$ cat src/rtl/sc_neuron_pkg.sv
// Shared definitions for the time-multiplexed perceptron neuron.
// Holds the FSM state encoding and the accumulator width formula.
package sc_neuron_pkg;

  typedef enum logic [1:0] {
    StIdle    = 2'd0,
    StAccum   = 2'd1,
    StCompare = 2'd2,
    StDone    = 2'd3
  } state_e;

  // Widest sum is n*(2^dw-1)^2, which always fits in 2*dw + clog2(n) bits.
  function automatic int unsigned acc_width(input int unsigned dw, input int unsigned n);
    return 2 * dw + $clog2(n);
  endfunction

endpackage

$ cat src/rtl/sc_neuron_mac_datapath.sv
// Neuron datapath: multiplier, full-width accumulator, pair counter and threshold register.
// Driven by acc_clr / acc_en / thr_ld from the controlling FSM.
module sc_neuron_mac_datapath
  import sc_neuron_pkg::*;
#(
  parameter int unsigned NUMBER_DATAWIDTH = 8,
  parameter int unsigned NUMBER_INPUTS    = 4,
  localparam int unsigned ACC_W = acc_width(NUMBER_DATAWIDTH, NUMBER_INPUTS),
  localparam int unsigned CNT_W = $clog2(NUMBER_INPUTS)
) (
  input  logic                        clk,
  input  logic                        rst_n,
  input  logic                        i_acc_clr,
  input  logic                        i_acc_en,
  input  logic                        i_thr_ld,
  input  logic [NUMBER_DATAWIDTH-1:0] i_x,
  input  logic [NUMBER_DATAWIDTH-1:0] i_w,
  input  logic [ACC_W-1:0]            i_t0,
  output logic [ACC_W-1:0]            o_acc,
  output logic [ACC_W-1:0]            o_thr,
  output logic                        o_last_pair
);

  localparam int unsigned PROD_W = 2 * NUMBER_DATAWIDTH;

  logic [PROD_W-1:0] w_prod;
  logic [ACC_W-1:0]  w_prod_ext;
  logic [ACC_W-1:0]  r_acc;
  logic [ACC_W-1:0]  r_thr;
  logic [CNT_W-1:0]  r_count;

  assign w_prod     = {{NUMBER_DATAWIDTH{1'b0}}, i_x} * {{NUMBER_DATAWIDTH{1'b0}}, i_w};
  assign w_prod_ext = {{(ACC_W - PROD_W){1'b0}}, w_prod};

  // Clear wins over enable so an abort in the same cycle as an accept drops that pair.
  always_ff @(posedge clk or negedge rst_n) begin
    if (!rst_n) begin
      r_acc   <= '0;
      r_count <= '0;
    end else if (i_acc_clr) begin
      r_acc   <= '0;
      r_count <= '0;
    end else if (i_acc_en) begin
      r_acc   <= r_acc + w_prod_ext;
      r_count <= r_count + CNT_W'(1);
    end
  end

  always_ff @(posedge clk or negedge rst_n) begin
    if (!rst_n) begin
      r_thr <= '0;
    end else if (i_thr_ld) begin
      r_thr <= i_t0;
    end
  end

  assign o_acc       = r_acc;
  assign o_thr       = r_thr;
  assign o_last_pair = (r_count == CNT_W'(NUMBER_INPUTS - 1));

endmodule

$ cat src/rtl/sc_neuron_mac.sv
// Time-multiplexed perceptron neuron: accumulates NUMBER_INPUTS (x,w) pairs from a
// valid/ready stream, compares the sum against a threshold and strobes done.
module sc_neuron_mac
  import sc_neuron_pkg::*;
#(
  parameter int unsigned NUMBER_DATAWIDTH = 8,
  parameter int unsigned NUMBER_INPUTS    = 4,
  localparam int unsigned ACC_W = acc_width(NUMBER_DATAWIDTH, NUMBER_INPUTS)
) (
  input  logic                        SC_NEURON_MAC_CLOCK_50,
  input  logic                        SC_NEURON_MAC_RESET_InLow,
  input  logic                        SC_NEURON_MAC_start_In,
  input  logic                        SC_NEURON_MAC_clear_In,
  input  logic [ACC_W-1:0]            SC_NEURON_MAC_t0_InBUS,
  input  logic [NUMBER_DATAWIDTH-1:0] SC_NEURON_MAC_x_InBUS,
  input  logic [NUMBER_DATAWIDTH-1:0] SC_NEURON_MAC_w_InBUS,
  input  logic                        SC_NEURON_MAC_valid_In,
  output logic                        SC_NEURON_MAC_ready_Out,
  output logic                        SC_NEURON_MAC_busy_Out,
  output logic                        SC_NEURON_MAC_done_Out,
  output logic                        SC_NEURON_MAC_y0_Out,
  output logic [ACC_W-1:0]            SC_NEURON_MAC_sum_OutBUS
);

  state_e           r_state;
  state_e           w_state_next;
  logic             w_acc_clr;
  logic             w_acc_en;
  logic             w_thr_ld;
  logic             w_last_pair;
  logic [ACC_W-1:0] w_acc;
  logic [ACC_W-1:0] w_thr;
  logic [ACC_W-1:0] r_sum;
  logic             r_y0;

  sc_neuron_mac_datapath #(
    .NUMBER_DATAWIDTH (NUMBER_DATAWIDTH),
    .NUMBER_INPUTS    (NUMBER_INPUTS)
  ) u_datapath (
    .clk         (SC_NEURON_MAC_CLOCK_50),
    .rst_n       (SC_NEURON_MAC_RESET_InLow),
    .i_acc_clr   (w_acc_clr),
    .i_acc_en    (w_acc_en),
    .i_thr_ld    (w_thr_ld),
    .i_x         (SC_NEURON_MAC_x_InBUS),
    .i_w         (SC_NEURON_MAC_w_InBUS),
    .i_t0        (SC_NEURON_MAC_t0_InBUS),
    .o_acc       (w_acc),
    .o_thr       (w_thr),
    .o_last_pair (w_last_pair)
  );

  always_ff @(posedge SC_NEURON_MAC_CLOCK_50 or negedge SC_NEURON_MAC_RESET_InLow) begin
    if (!SC_NEURON_MAC_RESET_InLow) begin
      r_state <= StIdle;
    end else begin
      r_state <= w_state_next;
    end
  end

  always_comb begin
    w_state_next = r_state;
    w_acc_clr    = 1'b0;
    w_acc_en     = 1'b0;
    w_thr_ld     = 1'b0;
    if (SC_NEURON_MAC_clear_In) begin
      // Abort overrides everything, including a start in the same cycle.
      w_state_next = StIdle;
      w_acc_clr    = 1'b1;
    end else begin
      unique case (r_state)
        StIdle: begin
          if (SC_NEURON_MAC_start_In) begin
            w_thr_ld     = 1'b1;
            w_acc_clr    = 1'b1;
            w_state_next = StAccum;
          end
        end
        StAccum: begin
          if (SC_NEURON_MAC_valid_In) begin
            w_acc_en = 1'b1;
            if (w_last_pair) begin
              w_state_next = StCompare;
            end
          end
        end
        StCompare: w_state_next = StDone;
        StDone:    w_state_next = StIdle;
        default:   w_state_next = StIdle;
      endcase
    end
  end

  // Result registers hold the last completed evaluation across aborts.
  always_ff @(posedge SC_NEURON_MAC_CLOCK_50 or negedge SC_NEURON_MAC_RESET_InLow) begin
    if (!SC_NEURON_MAC_RESET_InLow) begin
      r_sum <= '0;
      r_y0  <= 1'b0;
    end else if (!SC_NEURON_MAC_clear_In && (r_state == StCompare)) begin
      r_sum <= w_acc;
      r_y0  <= (w_acc >= w_thr);
    end
  end

  assign SC_NEURON_MAC_ready_Out  = (r_state == StAccum);
  assign SC_NEURON_MAC_busy_Out   = (r_state != StIdle);
  assign SC_NEURON_MAC_done_Out   = (r_state == StDone);
  assign SC_NEURON_MAC_y0_Out     = r_y0;
  assign SC_NEURON_MAC_sum_OutBUS = r_sum;

endmodule

$ cat config.mk
export PLATFORM = sky130hd
export DESIGN_NAME = sc_neuron_mac
export DESIGN_NICKNAME = d
export VERILOG_FILES = /design/src/rtl/sc_neuron_pkg.sv /design/src/rtl/sc_neuron_mac_datapath.sv /design/src/rtl/sc_neuron_mac.sv
export SDC_FILE = /design/constraint.sdc
export NUM_CORES = 1
export LEC_CHECK = 0
export CORE_MARGIN = 1
export CORE_UTILIZATION = 45
export CTS_CLUSTER_SIZE = 28
export DETAILED_ROUTE_END_ITERATION = 7
export GPL_TIMING_DRIVEN = 0
export PLACE_DENSITY = 0.75
export SLEW_MARGIN = 20
export SYNTH_ARGS = -nofsm -noshare
export SYNTH_HDL_FRONTEND = slang
export SYNTH_HIERARCHICAL = 1
export SYNTH_SLANG_ARGS = --single-unit
$ cat constraint.sdc
create_clock -name SC_NEURON_MAC_CLOCK_50 -period 8.35 [get_ports SC_NEURON_MAC_CLOCK_50]
set_input_delay 1.2525 -clock SC_NEURON_MAC_CLOCK_50 [delete_from_list [all_inputs] [get_ports SC_NEURON_MAC_CLOCK_50]]
set_output_delay 1.2525 -clock SC_NEURON_MAC_CLOCK_50 [all_outputs]
set_load 0.005 [all_outputs]
==> impl_metrics.toml <==
[routing]
num_vias = 4047
drt_iter0_markers = 144
routed_wl_um = 11250
drc = 0
wl_per_cell_um = 13.84
ant_nets = 0
routed_via_density = 4.978
firstDrtPassIters = 6

[yosys]
synth.distinct_cells = 51
yosysWarnings = 6
seq_area_frac_synth = 0.2637
synth_top_area_frac = 0.2637
netlist_area_mm2 = 0.005599
synth_top_area_cell = "dfrtp_1"
synth_nets = 725
synth_area_leaders = "dfrtp_1, fa_1, ha_1"
synth.ff_latch_count = 59
syn_inst = 573
async_flop_share = 1.000
syn_avg_cell_area_um2 = 9.772
ys.flop_type = "dfrtp_1"
synth-edff-count = 0

[setup_path]
slowest_delay_ns = 0.57
cp_common_cell = "fa_1"
ff2ff_path_depth = 15
cp.depth = 15
required_ns = 8.56
critPathTopFamily = "adder cells"
crit_path_start_kind = "primary input"
critPathArrivalTime_ns = 6.34
crit_path_top_delay_cell = "clkdlybuf4s50_1"
end_kind = "flip-flop"
path_class = "primary input to flip-flop"
cp_cell_sequence = "clkdlybuf4s50_1, and2_1, fa_1, fa_1, inv_1, fa_1, fa_1, inv_1, ha_1, clkdlybuf4s15_1, nand3_1, o31ai_1, o21ai_1, mux2i_1, mux2_2"
crit_buf_inv = 4
critPathMaxFanout = 8

[timing]
finalCritPeriodShare = 0.7340
setup_ws_ns = 2.221
slew_violations = 0
timing.setup.tns_ns = 0
hold_viol_final = 0
rsz0062_at_grt = "no"
hold_slack_ns = 0.5051
clock.fmax_mhz = 163.2
tightest_slew_ns = 0.7279
period_minus_slack_ns = 6.129
setup_violations = 0
slew_headroom = 0.5148
clock_skew_ns = 0.008575

[layout]
n_antenna_cell = 0
multi_input_area_mm2 = 0.003585
layout_commonest_cell = "inv_1"
final_util = 0.5519
seqCellArea_mm2 = 0.001476
areaGrowthSynthToFinish_pct = 18.88
fillers = 1081
layout.nets = 794
drive_gt1_frac = 0.09457
final_cell_mix = "inv_1, ha_1, dfrtp_1"

[grt]
grt_usage = 0.1939
grt_pass1_vias = 4253
grt_max_degree = 60
grt_pass1_wl_um = 19840
gr-total-overflow = 0
grt_antenna_before_repair = 0

[clock_network]
clkTransAtPathRegs_ns = 0.05
htree_levels = 3
cts_hold_buffers = 0
post_cts_buffers = 0
cts_max_path_buffers = 2
root_buffer = "clkbuf_16"
cts.repair.resized = 0
cts.sink_count = 59
cts_tree = "built"
clock_latency_ns = 0.33
cts_buffers = 9

[placed_design]
dpl.hpwl_um = 9178
gp_congestion = 0.8157
dp_slack_ns = 1.945
io_buffers = 58

[power]
powerDensity_mw_per_mm2 = 242.4
total_power_mw = 1.614
peakVddDrop_mv = 0.1597
p_leak_nw = 3.313

[floorplanning]
rows = 40
fp.dieH_um = 113.5
initial_core_util = 0.4642
fp.coreArea_mm2 = 0.01206
dieWidth_um = 113.5
io_pins = 61
die_area_mm2 = 0.01289

[flow_run]
drv_cap = 0

[run_status]
outcome = "finished, final reports clean"

[min_path]
holdCritPathClass = "flip-flop to flip-flop"
holdPathStages = 1
-- path summary, 6_finish.rpt --
path	end	from	slack, ns
min in group asynchronous	SC_NEURON_MAC_sum_OutBUS[14]	SC_NEURON_MAC_RESET_InLow	0.98
min reg2reg	u_datapath/o_thr[8]	u_datapath/o_thr[8]	0.51
max	u_datapath/o_acc[17]	SC_NEURON_MAC_x_InBUS[4]	2.22
max reg2reg	u_datapath/o_acc[17]	u_datapath/o_acc[7]	3.67
min	u_datapath/o_thr[8]	u_datapath/o_thr[8]	0.51
max in group asynchronous	u_datapath/o_thr[7]	SC_NEURON_MAC_RESET_InLow	6.88
-- layer usage --
| metal | vias up | share of wire | track usage |
|---|---|---|---|
| li1 | 1973 | - | - |
| met1 | 1968 | 0.48 | 0.2604 |
| met2 | 90 | 0.46 | 0.3187 |
| met3 | 16 | 0.040 | 0.03560 |
| met4 | 0 | 0.014 | 0.06140 |
| met5 | - | 0 | 0 |
-- power by group --
| group | total, mW | switching (mW) | internal [mW] |
|---|---|---|---|
| Combinational | 0.876 | 0.469 | 0.407 |
| Sequential | 0.407 | 0.0496 | 0.357 |
| Clock | 0.331 | 0.118 | 0.212 |
| Total | 1.61 | 0.637 | 0.976 |
-- registers in the layout (all words and copies together), names as in the netlist --
signal	count
SC_NEURON_MAC_sum_OutBUS	18
SC_NEURON_MAC_y0_Out	1
r_state	2
u_datapath/o_acc	18
u_datapath/o_thr	18
u_datapath/r_count	2
-- final cells by class --
class,instances,area share
Clock buffer,12,0.03853
Multi-Input combinational cell,380,0.5385
Sequential cell,59,0.2218
Inverter,121,0.06823
Buffer,13,0.01259
Timing Repair Buffer,58,0.08684
Tap cell,168,0.03158
Clock inverter,2,0.001880
-- synthesized netlist by cell type, drive strengths merged (2+ instances only) --
cell type	number
inv	121
ha	63
dfrtp	59
fa	50
nand2	46
mux2	37
and2	35
nor2	31
a21oi	20
o21ai	12
mux2i	9
a21o	8
clkbuf	8
nor3	7
a211oi	6
nand3	6
nand2b	5
nand3b	5
buf	4
nand4	4
o21a	4
xnor2	4
nor2b	3
o31ai	3
or3	3
o21bai	2
xor2	2
-- stage by stage --
stage,std cells,cell area [µm²]
global route,813,6656
floorplan,573,5599
global placement,799,6390
finish,813,6656
detailed placement,799,6387
CTS,813,6656
-- cells by family (layout without fill, tap and decap cells) --
kind of cell | count (synthesis) | in the layout | share of synthesized area
simple gates | 149 | 149 | 0.1314
buf+inv | 134 | 206 | 0.09609
fa+ha+maj | 113 | 113 | 0.3196
compound gates | 66 | 66 | 0.08269
flops | 59 | 59 | 0.2637
mux | 46 | 46 | 0.09721
xor+xnor | 6 | 6 | 0.009385
-- worst reg2reg max path, cell delays in order (launching register included) --
cell and delay (ns):
dfrtp_1 0.43, inv_1 0.09, fa_1 0.53, inv_1 0.05, fa_1 0.46, fa_1 0.51, inv_1 0.06, fa_1 0.56
inv_1 0.05, ha_1 0.32, o21a_1 0.16, o31ai_1 0.10, o31ai_1 0.46, o21ai_1 0.18, mux2i_1 0.22, mux2_2 0.36
Power figures use the tool's default switching activity.
